`src/rtl/pipe_stage_chain.sv`:
```
// pipe_stage_chain
//   Elastic register chain for carrying an opaque payload between CPU pipeline
//   stages under a valid/ready handshake. Bubbles collapse under backpressure.
//   Flush empties the chain and zeroes every payload (all-zero is a nop).
//   An optional one-entry skid buffer makes in_ready a pure register output.
//
// Ports
//   CLK        in   clock, all state on rising edge
//   nRST       in   synchronous active-low reset
//   flush      in   discard all held entries this edge
//   in_valid   in   upstream entry present
//   in_data    in   upstream payload [WIDTH]
//   in_ready   out  chain accepts in_data this cycle
//   out_valid  out  last stage holds an entry
//   out_data   out  last-stage payload [WIDTH]
//   out_ready  in   downstream consumes out_data this cycle
//   occupancy  out  registered count of held entries (stages + skid) [CW]
//   stall_cnt  out  saturating count of cycles with out_valid & ~out_ready

module pipe_stage_chain #(
   parameter int WIDTH = 64,
   parameter int DEPTH = 1,
   parameter int SKID  = 0,
   localparam int CW   = $clog2(DEPTH + 2)
) (
   input  logic             CLK,
   input  logic             nRST,
   input  logic             flush,
   input  logic             in_valid,
   input  logic [WIDTH-1:0] in_data,
   output logic             in_ready,
   output logic             out_valid,
   output logic [WIDTH-1:0] out_data,
   input  logic             out_ready,
   output logic [CW-1:0]    occupancy,
   output logic [31:0]      stall_cnt
);

   logic [DEPTH-1:0] r_v;
   logic [WIDTH-1:0] r_d [DEPTH];
   logic             r_sv;
   logic [WIDTH-1:0] r_sd;
   logic [CW-1:0]    r_occ;
   logic [31:0]      r_stall_cnt;

   logic [DEPTH-1:0] w_adv;
   logic             w_carry;
   logic [DEPTH-1:0] w_v_nxt;
   logic [WIDTH-1:0] w_d_nxt [DEPTH];
   logic             w_sv_nxt;
   logic [WIDTH-1:0] w_sd_nxt;
   logic [CW-1:0]    w_occ_nxt;
   logic             w_skid_on;
   logic             w_src_v;
   logic [WIDTH-1:0] w_src_d;
   logic             w_in_hs;

   assign w_skid_on = (SKID != 0);

   // A stage may advance when everything downstream of it advances or it is
   // itself empty; this is what lets bubbles collapse under backpressure.
   always_comb begin
      w_carry = out_ready;
      w_adv   = '0;
      for (int i = DEPTH - 1; i >= 0; i--) begin
         w_carry  = w_carry | ~r_v[i];
         w_adv[i] = w_carry;
      end
   end

   // With the skid buffer, in_ready depends only on the skid register so no
   // combinational path runs from out_ready back upstream.
   assign in_ready = w_skid_on ? ~r_sv : w_adv[0];
   assign w_in_hs  = in_valid & in_ready;
   assign w_src_v  = (w_skid_on && r_sv) ? 1'b1 : in_valid;
   assign w_src_d  = (w_skid_on && r_sv) ? r_sd : in_data;

   always_comb begin
      w_v_nxt  = r_v;
      w_d_nxt  = r_d;
      w_sv_nxt = r_sv;
      w_sd_nxt = r_sd;

      // Payload only moves with a valid entry, so an empty last stage keeps
      // its last value (or zero after flush/reset) instead of picking up
      // whatever is sitting on in_data.
      if (w_adv[0]) begin
         w_v_nxt[0] = w_src_v;
         if (w_src_v) begin
            w_d_nxt[0] = w_src_d;
         end
      end
      for (int i = 1; i < DEPTH; i++) begin
         if (w_adv[i]) begin
            w_v_nxt[i] = r_v[i-1];
            if (r_v[i-1]) begin
               w_d_nxt[i] = r_d[i-1];
            end
         end
      end

      if (w_skid_on) begin
         if (r_sv && w_adv[0]) begin
            w_sv_nxt = 1'b0;
         end else if (w_in_hs && !w_adv[0]) begin
            w_sv_nxt = 1'b1;
            w_sd_nxt = in_data;
         end
      end

      if (flush) begin
         w_v_nxt  = '0;
         w_sv_nxt = 1'b0;
         w_sd_nxt = '0;
         for (int i = 0; i < DEPTH; i++) begin
            w_d_nxt[i] = '0;
         end
      end

      w_occ_nxt = CW'(w_sv_nxt);
      for (int i = 0; i < DEPTH; i++) begin
         w_occ_nxt = w_occ_nxt + CW'(w_v_nxt[i]);
      end
   end

   always_ff @(posedge CLK) begin
      if (!nRST) begin
         r_v         <= '0;
         r_sv        <= 1'b0;
         r_sd        <= '0;
         r_occ       <= '0;
         r_stall_cnt <= '0;
         for (int i = 0; i < DEPTH; i++) begin
            r_d[i] <= '0;
         end
      end else begin
         r_v   <= w_v_nxt;
         r_d   <= w_d_nxt;
         r_sv  <= w_sv_nxt;
         r_sd  <= w_sd_nxt;
         r_occ <= w_occ_nxt;
         // Flush deliberately leaves the stall counter alone.
         if (r_v[DEPTH-1] && !out_ready && (r_stall_cnt != 32'hFFFF_FFFF)) begin
            r_stall_cnt <= r_stall_cnt + 32'd1;
         end
      end
   end

   assign out_valid = r_v[DEPTH-1];
   assign out_data  = r_d[DEPTH-1];
   assign occupancy = r_occ;
   assign stall_cnt = r_stall_cnt;

endmodule

```
`config.mk`:
```
export PLATFORM = sky130hd
export DESIGN_NAME = pipe_stage_chain
export DESIGN_NICKNAME = d
export VERILOG_FILES = /design/src/rtl/pipe_stage_chain.sv
export SDC_FILE = /design/constraint.sdc
export NUM_CORES = 1
export LEC_CHECK = 0
export ABC_AREA = 1
export BUFFER_PORTS_ARGS = -buffer_cell sky130_fd_sc_hd__buf_2
export CAP_MARGIN = 20
export CORE_ASPECT_RATIO = 1.2
export CORE_MARGIN = 3
export CORE_UTILIZATION = 35
export DETAILED_ROUTE_END_ITERATION = 6
export GPL_ROUTABILITY_DRIVEN = 0
export PLACE_DENSITY = 0.61
export SYNTH_ARGS = -nofsm -noshare
export SYNTH_HDL_FRONTEND = slang
export SYNTH_SLANG_ARGS = --single-unit
```
`constraint.sdc`:
```
create_clock -name CLK -period 1.85 [get_ports CLK]
set_input_delay 0.4625 -clock CLK [delete_from_list [all_inputs] [get_ports CLK]]
set_output_delay 0.4625 -clock CLK [all_outputs]
set_load 0.1 [all_outputs]
```
==> qor.csv, run 1 <==
stage,metric,value,unit
detailed_routing,drt-initial-drc-count,183,
timing,worst_slew_pin_slew,0.517,ns
timing,worst_clock_skew,0.00563,ns
place,hpwl,9.33,mm
place,pre_cts_ws,0.0850,ns
synthesis,synth-seq-area-share,45.8,%
setup_path,crit_family,simple AND/OR/NAND/NOR gates,
detailed_routing,wl_per_cell,13.3,um
clock_network,cts_max_level,3,
detailed_routing,met2_length,5.99,mm
die,pin_count,169,
timing,finalSetupViolations,0,
final_layout,layout_common_cells,"nand2_1, buf_2, a21oi_1",
synthesis,synthesis.area,4370,um2
die,core,12200,um2
detailed_routing,viasPerCell,4.67,
clock_network,clockBufferDepth,2,
power_and_ir_drop,leakagePower,2.63,nW
detailed_routing,ant_nets,0,
die,die_area,13900,um2
die,row_count,44,
timing,tns,0,ns
setup_path,critPathSlowestCell,dfxtp_2,
setup_path,cp-start-kind,flip-flop,
power_and_ir_drop,ir_worst_vdd,0.000444,V
clock_network,numCtsBuffers,9,
timing,timing.fmax,592,MHz
final_layout,n_fill_cell,1235,
synthesis,synth_top_area_cell,dfxtp_1,
final_layout,syn_to_final_growth,33.0,%
global_route,grt_usage,17.9,%
timing,layout_setup_ws,0.162,ns
synthesis,synth_cell_types,27,
detailed_routing,route.met3.wl,1.06,mm
setup_path,criticalPathCategory,flip-flop to flip-flop,
final_layout,design_area,5810,um2
place,dpl-instance-area,5490,um2
die,start_util,35.9,%
synthesis,syn_area_per_cell,7.00,um2
setup_path,crit_buf_inv,2,
timing,period_minus_slack,1.69,ns
global_route,grt_pass1_vias,4133,
clock_network,postCtsSetupBuffers,0,
final_layout,drive_above_1_share,32.6,%
detailed_routing,firstDrtPassIters,4,
synthesis,ys_warn_count,0,
timing,drv_slew,0,
final_layout,multiInputGateArea,2110,um2
setup_path,crit_top_cell,nand2_1,
timing,min_period_over_period,91.3,%
outcome,outcome,"finished, final reports clean",
timing,hold_viol,0,
global_route,grt_pass1_wl,20.0,mm
setup_path,worstPathCellList,nand2_1 -> nor2_1 -> nand2_1 -> nor2_4 -> nand2_8 -> buf_4 -> nand3_1 -> nand2_1 -> inv_1 -> nor2_1,
synthesis,synthCells,624,
timing,relSlewSlack,65.8,%
global_route,grt-ovfl-total,0,
setup_path,cp_slowest_stage_delay,0.38,ns
global_route,antenna_found_initial,0,
final_layout,regArea,2060,um2
power_and_ir_drop,power,4.78,mW
final_layout,final_common_cell,nand2_1,
die,dieHeight,128,um
setup_path,cp_max_fo,13,
power_and_ir_drop,p_per_area,823,nW/um2
flow_run,drv_cap,0,
setup_path,crit_path_end_kind,flip-flop,
detailed_routing,vias,4450,
detailed_routing,drt-met1-wl,5.33,mm
clock_network,cts.sinks,100,
synthesis,ys_ff_latch,100,
detailed_routing,highest_layer,met4,
clock_network,clockRootBuffer,clkbuf_16,
final_layout,utilization,47.8,%
detailed_routing,drc,0,
place,io_buffers,168,
synthesis,syn_nets,695,
synthesis,yosys.area.top_type_share,45.8,%
die,die_width,108,um
global_route,grt_max_degree,65,
hold_path,hp-class,input pin to flip-flop,
final_layout,nNetsFinal,857,
clock_network,tritoncts,built,
setup_path,worstPathArrival,1.92,ns
timing,rsz0062_at_grt,no,
detailed_routing,routed_wl,12.6,mm
setup_path,required,2.08,ns
clock_network,clkLatencyLatePin,0.34,ns
synthesis,ys_top_cells_by_area,"dfxtp_1, nand2_1, a21oi_1",
clock_network,clkTransAtPathRegs,0.07,ns
power by group:
| group | switching, mW | total, mW | internal (mW) |
|---|---|---|---|
| Combinational | 0.559 | 0.713 | 0.155 |
| Sequential | 0.0295 | 2.22 | 2.19 |
| Clock | 0.869 | 1.85 | 0.977 |
timing repair:
action                                  CTS  global route
resized for setup                         0             6
hold buffers                              0             0
endpoints found under the setup margin    0            12
hold endpoints to repair                  0             0
logic make-up after synthesis:
kind of cell               Yosys count  share of synthesized area (%)
AOI/OAI and AO/OA                   93                           11.3
xor gates and xnor gates             7                           1.40
adders and majority gates            2                          0.572
buffers and inverters               72                           7.07
DFF                                100                           45.8
and+or+nand+nor                    350                           33.8
cell type report:
cell class                 count  area share (%)
clock inverter                 6           0.926
tap                          161            3.47
sequential                   100            35.5
multi-input combinational    452            36.3
clock buffer                  10            4.11
timing repair buffer         178            16.7
antenna                        1          0.0431
inverter                      45            2.95
path summary, 6_finish.rpt:
| check | start | end | slack, ns | depth (start not counted) |
|---|---|---|---|---|
| hold / removal | in_data[18] | out_data[18]$_SDFFE_PP0P_ | 0.37 | 3 |
| setup reg to reg | stall_cnt[17]$_SDFFE_PN0P_ | stall_cnt[26]$_SDFFE_PN0P_ | 0.16 | 10 |
| setup / recovery | stall_cnt[17]$_SDFFE_PN0P_ | stall_cnt[26]$_SDFFE_PN0P_ | 0.16 | 10 |
| hold reg to reg | r_sv$_SDFF_PN0_ | r_sv$_SDFF_PN0_ | 0.44 | 2 |
flip-flops by register name (all words and copies together) (netlist names):
signal / count
r_sv: 1
occupancy: 2
out_valid: 1
stall_cnt: 32
out_data: 64
tightest hold or removal path, delay by kind of cell:
kind | cells | cell delay, ns
buf+inv | 1 | 0.10
simple gates | 1 | 0.05
compound gates | 1 | 0.05
per-layer routing:
layer | vias to the layer above | track usage [%]
met5 | - | 0
met4 | 0 | 6.39
met3 | 15 | 5.77
met2 | 148 | 29.9
met1 | 1995 | 21.5
li1 | 2292 | -
synthesized netlist by cell type (all sizes together):
master / count
xnor2: 2
nand2: 232
or2: 2
nand3b: 5
clkbuf: 16
inv: 45
ha: 2
nand3: 16
nor3: 5
nor2: 80
a21oi: 82
xor2: 5
nand4: 10
dfxtp: 100
a31oi: 3
buf: 11
o21ai: 8
per-stage QoR:
| step | instances | hold slack (ns) |
|---|---|---|
| after detailed placement | 936 | 0.437 |
| after floorplan | 624 | 0.417 |
| after CTS | 952 | 0.350 |
| after global placement | 936 | 0.427 |
| after global routing | 952 | 0.360 |
| final | 953 | 0.368 |
No activity file was read; power rests on OpenSTA's default activity.
==> inputs of run 2 (changes only) <==
--- a/config.mk
+++ b/config.mk
@@ -13,7 +13,7 @@
 export CORE_UTILIZATION = 35
 export DETAILED_ROUTE_END_ITERATION = 6
 export GPL_ROUTABILITY_DRIVEN = 0
-export PLACE_DENSITY = 0.61
+export PLACE_DENSITY = 0.73
 export SYNTH_ARGS = -nofsm -noshare
 export SYNTH_HDL_FRONTEND = slang
 export SYNTH_SLANG_ARGS = --single-unit
==> constraint.sdc (replaced) <==
create_clock -name CLK -period 1.9 [get_ports CLK]
set_input_delay 0.475 -clock CLK [delete_from_list [all_inputs] [get_ports CLK]]
set_output_delay 0.475 -clock CLK [all_outputs]
set_load 0.1 [all_outputs]
==> qor.csv, run 2 (synthesized netlist as in run 1, its figures left out) <==
stage,metric,value,unit,change
detailed_routing,routed_wl,12.2,mm,was 12.6 mm
place,dp_cells,939,,was 936
die,pin_count,169,,unchanged
setup_path,cp_slowest_stage_delay,0.36,ns,was 0.38 ns
clock_network,clockRootBuffer,clkbuf_16,,unchanged
power_and_ir_drop,combPwrFrac,14.8,%,was 14.9%
clock_network,cts_max_level,3,,unchanged
clock_network,tritoncts,built,,unchanged
detailed_routing,viasPerCell,4.67,,about the same
global_route,grt_pass1_wl,19.9,mm,was 20.0 mm
setup_path,worstPathArrival,2.02,ns,was 1.92 ns
power_and_ir_drop,p_int,3.21,mW,was 3.32 mW
clock_network,clockBufferDepth,2,,unchanged
die,die_width,108,um,unchanged
clock_network,cts.sinks,100,,unchanged
setup_path,cp-start-kind,flip-flop,,unchanged
final_layout,syn_to_final_growth,32.3,%,was 33.0%
global_route,grt-ovfl-total,0,,unchanged
die,start_util,35.9,%,unchanged
timing,tns,0,ns,unchanged
detailed_routing,wl_per_cell,12.8,um,was 13.3 um
timing,drv_slew,0,,unchanged
timing,layout_setup_ws,0.160,ns,was 0.162 ns
setup_path,critPathSlowestCell,dfxtp_4,,was dfxtp_2
timing,rsz0062_at_grt,no,,unchanged
final_layout,final_common_cell,nand2_1,,unchanged
detailed_routing,firstDrtPassIters,6,,was 4
final_layout,drive_above_1_share,32.7,%,was 32.6%
clock_network,clkTransAtPathRegs,0.08,ns,was 0.07 ns
clock_network,clkLatencyLatePin,0.35,ns,was 0.34 ns
power_and_ir_drop,leakagePower,2.64,nW,was 2.63 nW
setup_path,criticalPathCategory,flip-flop to flip-flop,,unchanged
detailed_routing,drc,0,,unchanged
timing,timing.fmax,575,MHz,was 592 MHz
final_layout,antenna_cells,0,,was 1
clock_network,postCtsSetupBuffers,0,,unchanged
final_layout,n_fill_cell,1289,,was 1235
detailed_routing,vias,4459,,was 4450
power_and_ir_drop,p_sw,1.45,mW,was 1.46 mW
power_and_ir_drop,p_per_area,807,nW/um2,was 823 nW/um2
place,pre_cts_ws,0.144,ns,was 0.0850 ns
detailed_routing,drt-met1-wl,5.00,mm,was 5.33 mm
setup_path,crit_path_end_kind,flip-flop,,unchanged
global_route,grt_max_degree,67,,was 65
timing,worst_slew_pin_slew,0.694,ns,was 0.517 ns
power_and_ir_drop,swShare,31.1,%,was 30.5%
detailed_routing,met2_length,5.87,mm,was 5.99 mm
timing,hold_viol,0,,unchanged
outcome,outcome,"finished, final reports clean",,unchanged
global_route,antenna_found_initial,0,,unchanged
final_layout,largest_reg_flops,64,,unchanged
final_layout,layout_common_cells,"nand2_1, buf_2, a21oi_1",,unchanged
global_route,grt_usage,17.8,%,was 17.9%
final_layout,nNetsFinal,860,,was 857
detailed_routing,drt-initial-drc-count,157,,was 183
detailed_routing,highest_layer,met4,,unchanged
timing,worst_clock_skew,0.0107,ns,was 0.00563 ns
die,core,12200,um2,unchanged
flow_run,drv_cap,0,,unchanged
final_layout,finalNonFillerCells,955,,was 953
die,dieHeight,128,um,unchanged
die,row_count,44,,unchanged
detailed_routing,route.met3.wl,1.11,mm,was 1.06 mm
hold_path,hp-class,input pin to flip-flop,,unchanged
place,hpwl,8.90,mm,was 9.33 mm
power_and_ir_drop,power,4.67,mW,was 4.78 mW
power_and_ir_drop,clockPowerShare,38.7,%,was 38.6%
timing,finalSetupViolations,0,,unchanged
place,io_buffers,168,,unchanged
timing,period_minus_slack,1.74,ns,was 1.69 ns
setup_path,required,2.18,ns,was 2.08 ns
global_route,grt_pass1_vias,4221,,was 4133
detailed_routing,ant_nets,0,,unchanged
timing,min_period_over_period,91.6,%,was 91.3%
final_layout,multiInputGateArea,2090,um2,was 2110 um2
setup_path,cp_max_fo,20,,was 13
clock_network,numCtsBuffers,9,,unchanged
power_and_ir_drop,seqPwrFrac,46.5,%,about the same
power_and_ir_drop,ir_worst_vdd,0.000419,V,was 0.000444 V
final_layout,regArea,2050,um2,was 2060 um2
timing,relSlewSlack,53.7,%,was 65.8%
die,die_area,13900,um2,unchanged
setup_path,worstPathCellList,ha_1 -> nand2_1 -> nor2_2 -> nand2_4 -> nor2_8 -> nand2_8 -> nand2_4 -> buf_4 -> nand2_1 -> a21oi_2,,was nand2_1 -> nor2_1 -> nand2_1 -> nor2_4 -> nand2_8 -> buf_4 -> nand3_1 -> nand2_1 -> inv_1 -> nor2_1
==> run 2: cell types whose count changed in the layout (fill, tap and decap cells not counted), moves of 2 or more <==
cell / before / now
buf_4: 7 / 11
clkinv_4: 1 / 3
dfxtp_2: 25 / 30
dfxtp_4: 8 / 3
inv_6: 3 / 0
==> run 2: worst paths after layout <==
path	startpoint	to	slack, ns	depth (start not counted)
hold reg to reg	r_sv$_SDFF_PN0_	r_sv$_SDFF_PN0_	0.44	2
setup reg to reg	stall_cnt[0]$_SDFFE_PN0P_	stall_cnt[10]$_SDFFE_PN0P_	0.16	10
hold / removal	in_data[11]	out_data[11]$_SDFFE_PP0P_	0.37	3
setup / recovery	stall_cnt[0]$_SDFFE_PN0P_	stall_cnt[10]$_SDFFE_PN0P_	0.16	10
==> run 2: final cells by class <==
cell class,instances,area share (%)
clock inverters,7,1.25
inverters,45,2.92
multi-input cells,452,36.1
flip-flops and latches,100,35.5
clock buffers,9,3.89
repair buffers,181,16.9
well taps,161,3.48
==> run 2: critical path: cells and delay by family, from the launching register on <==
family	cells	cell delay, ns
simple gates	7	0.82
buf+inv	1	0.18
compound gates	1	0.13
flops	1	0.36
fa+ha+maj	1	0.17
==> run 2: power by group through the flow <==
stage / registers [mW] / clock network, mW / logic (mW)
after detailed placement: 2.22 / 0 / 0.693
after global routing: 2.17 / 1.95 / 0.733
after CTS: 2.17 / 1.86 / 0.694
final: 2.17 / 1.81 / 0.690
after floorplan: 2.57 / 0 / 0.166
after global placement: 2.21 / 0 / 0.690
==> run 2: metal layers <==
layer / vias up / track usage [%]
li1: 2301 / -
met1: 1997 / 21.1
met2: 144 / 29.4
met3: 17 / 6.27
met4: 0 / 7.06
met5: - / 0
==> run 2: repair_timing <==
action                                  in CTS  in global routing
resized for setup                            0                  2
endpoints found under the setup margin       0                  3
hold buffers                                 0                  0
==> run 2: per-stage QoR <==
stage | util (%) | hold WS (ns) | instance area (um2)
2_1_floorplan | - | 0.417 | 4420
3_5_place_dp | 45.0 | 0.432 | 5470
3_3_place_gp | 45.0 | 0.426 | 5470
4_1_cts | 47.4 | 0.356 | 5770
5_1_grt | 47.5 | 0.358 | 5780
6_report | 47.5 | 0.370 | 5780
==> inputs of run 3 (changes only) <==
--- a/config.mk
+++ b/config.mk
@@ -8,12 +8,14 @@
 export ABC_AREA = 1
 export BUFFER_PORTS_ARGS = -buffer_cell sky130_fd_sc_hd__buf_2
 export CAP_MARGIN = 20
+export CELL_PAD_IN_SITES_DETAIL_PLACEMENT = 2
+export CELL_PAD_IN_SITES_GLOBAL_PLACEMENT = 2
 export CORE_ASPECT_RATIO = 1.2
 export CORE_MARGIN = 3
-export CORE_UTILIZATION = 35
+export CORE_UTILIZATION = 25
 export DETAILED_ROUTE_END_ITERATION = 6
 export GPL_ROUTABILITY_DRIVEN = 0
-export PLACE_DENSITY = 0.73
+export PLACE_DENSITY = 0.9
 export SYNTH_ARGS = -nofsm -noshare
 export SYNTH_HDL_FRONTEND = slang
 export SYNTH_SLANG_ARGS = --single-unit
==> qor.csv, run 3 (synthesized netlist as in run 1, its figures left out) <==
stage,metric,value,unit,change
timing,relSlewSlack,65.7,%,was 53.7%
detailed_routing,drc,0,,unchanged
place,hpwl,12.7,mm,was 8.90 mm
setup_path,crit_top_cell,nand2_1,,
power_and_ir_drop,p_per_area,806,nW/um2,was 807 nW/um2
clock_network,postCtsSetupBuffers,0,,unchanged
power_and_ir_drop,ir_worst_vdd,0.000478,V,was 0.000419 V
power_and_ir_drop,p_sw,1.56,mW,was 1.45 mW
setup_path,criticalPathCategory,flip-flop to flip-flop,,unchanged
setup_path,crit_path_end_kind,flip-flop,,unchanged
clock_network,clkTransAtPathRegs,0.09,ns,was 0.08 ns
clock_network,clkLatencyLatePin,0.35,ns,about the same
global_route,grt_usage,17.7,%,was 17.8%
die,dieHeight,151,um,was 128 um
detailed_routing,vias,4823,,was 4459
timing,finalSetupViolations,0,,unchanged
timing,worst_clock_skew,0.0104,ns,was 0.0107 ns
final_layout,design_area,5960,um2,was 5780 um2
final_layout,largest_reg_flops,64,,unchanged
setup_path,worstPathArrival,2.04,ns,was 2.02 ns
clock_network,tritoncts,built,,unchanged
detailed_routing,wl_per_cell,16.8,um,was 12.8 um
global_route,grt_max_degree,67,,unchanged
place,dpl-instance-area,5620,um2,was 5470 um2
timing,timing.fmax,570,MHz,was 575 MHz
final_layout,layout_common_cells,"nand2_1, buf_2, a21oi_1",,unchanged
place,io_buffers,168,,unchanged
timing,worst_slew_pin_slew,0.517,ns,was 0.694 ns
timing,hold_slack,0.361,ns,was 0.370 ns
hold_path,hp-class,input pin to flip-flop,,unchanged
detailed_routing,firstDrtPassIters,4,,was 6
clock_network,cts.sinks,100,,unchanged
global_route,grt_pass1_wl,27.0,mm,was 19.9 mm
setup_path,cp-start-kind,flip-flop,,unchanged
clock_network,clockBufferDepth,2,,unchanged
die,die_width,127,um,was 108 um
clock_network,numCtsBuffers,9,,unchanged
global_route,antenna_found_initial,3,,was 0
die,start_util,25.7,%,was 35.9%
outcome,outcome,"finished, final reports clean",,unchanged
power_and_ir_drop,combPwrFrac,15.1,%,was 14.8%
die,row_count,52,,was 44
setup_path,required,2.18,ns,about the same
final_layout,nNetsFinal,867,,was 860
power_and_ir_drop,clockPowerShare,39.8,%,was 38.7%
power_and_ir_drop,seqPwrFrac,45.1,%,was 46.5%
power_and_ir_drop,swShare,32.5,%,was 31.1%
setup_path,worstPathCellList,nand2_1 -> nor2_2 -> nand2_1 -> nor2_4 -> nand2_8 -> nand2_8 -> buf_4 -> nand2_1 -> a21oi_2,,was ha_1 -> nand2_1 -> nor2_2 -> nand2_4 -> nor2_8 -> nand2_8 -> nand2_4 -> buf_4 -> nand2_1 -> a21oi_2
detailed_routing,ant_nets,0,,unchanged
final_layout,final_common_cell,nand2_1,,unchanged
clock_network,cts_max_level,3,,unchanged
clock_network,postCtsResizedCells,0,,unchanged
timing,drv_slew,0,,unchanged
detailed_routing,routed_wl,17.1,mm,was 12.2 mm
global_route,grt-ovfl-total,0,,unchanged
flow_run,drv_cap,0,,unchanged
global_route,grt_pass1_vias,5165,,was 4221
timing,min_period_over_period,92.4,%,was 91.6%
setup_path,critPathSlowestCell,dfxtp_2,,was dfxtp_4
die,pin_count,169,,unchanged
power_and_ir_drop,p_int,3.24,mW,was 3.21 mW
timing,hold_viol,0,,unchanged
final_layout,drive_above_1_share,33.6,%,was 32.7%
power_and_ir_drop,leakagePower,2.70,nW,was 2.64 nW
setup_path,cp_slowest_stage_delay,0.41,ns,was 0.36 ns
final_layout,syn_to_final_growth,36.3,%,was 32.3%
clock_network,clockRootBuffer,clkbuf_16,,unchanged
power_and_ir_drop,power,4.80,mW,was 4.67 mW
setup_path,cp_max_fo,11,,was 20
detailed_routing,viasPerCell,4.74,,was 4.67
detailed_routing,drt-initial-drc-count,139,,was 157
die,core,17000,um2,was 12200 um2
final_layout,antenna_cells,0,,unchanged
clock_network,postCtsHoldBufs,0,,unchanged
timing,period_minus_slack,1.76,ns,was 1.74 ns
die,die_area,19100,um2,was 13900 um2
run 3: layout make-up:
class	count	area [um2]
multi-input cells	452	2100
inverters	45	171
clock inverters	7	76.3
flip-flops and latches	100	2050
clock buffers	9	225
fillers	2036	11000
repair buffers	188	1060
well taps	216	270
run 3: worst max-delay path, delay by kind of cell (launching register included):
kind	cells	cell delay, ns
buf+inv	1	0.17
flops	1	0.41
compound gates	1	0.13
simple gates	7	0.98
run 3: path summary, 6_finish.rpt:
| kind | start | endpoint | slack (ns) | cells past startpoint |
|---|---|---|---|---|
| min reg2reg | r_sv$_SDFF_PN0_ | r_sv$_SDFF_PN0_ | 0.44 | 2 |
| max reg2reg | stall_cnt[24]$_SDFFE_PN0P_ | stall_cnt[6]$_SDFFE_PN0P_ | 0.14 | 9 |
| max | stall_cnt[24]$_SDFFE_PN0P_ | stall_cnt[6]$_SDFFE_PN0P_ | 0.14 | 9 |
| min | in_data[53] | out_data[53]$_SDFFE_PP0P_ | 0.36 | 3 |
run 3: layer usage:
layer | vias to the layer above | wire length, um | global-route usage, % | share of wire, %
met2 | 150 | 8660 | 31.5 | 51
met4 | 6 | 294 | 5.10 | 1.7
met5 | - | 36 | 0 | 0.21
li1 | 2306 | - | - | -
met3 | 25 | 1510 | 7.41 | 8.8
met1 | 2336 | 6590 | 19.3 | 39
run 3: power groups by stage:
stage                     clock network [mW]  registers (mW)  logic, mW
after floorplan                            0            2.57      0.166
after global placement                     0            2.21      0.718
after detailed placement                   0            2.22      0.731
after CTS                               1.99            2.17      0.733
after global routing                    2.09            2.18      0.772
final                                   1.91            2.17      0.724
run 3: per-stage QoR:
stage	setup TNS (ns)	std cells	setup WS, ns	utilization, %
2_1_floorplan	0	624	0.0229	-
3_3_place_gp	0	1001	0.197	33.1
5_1_grt	-0.0550	1017	-0.0433	35.1
4_1_cts	0	1017	0.0646	34.9
3_5_place_dp	0	1001	0.112	33.1
6_report	0	1017	0.145	35.1
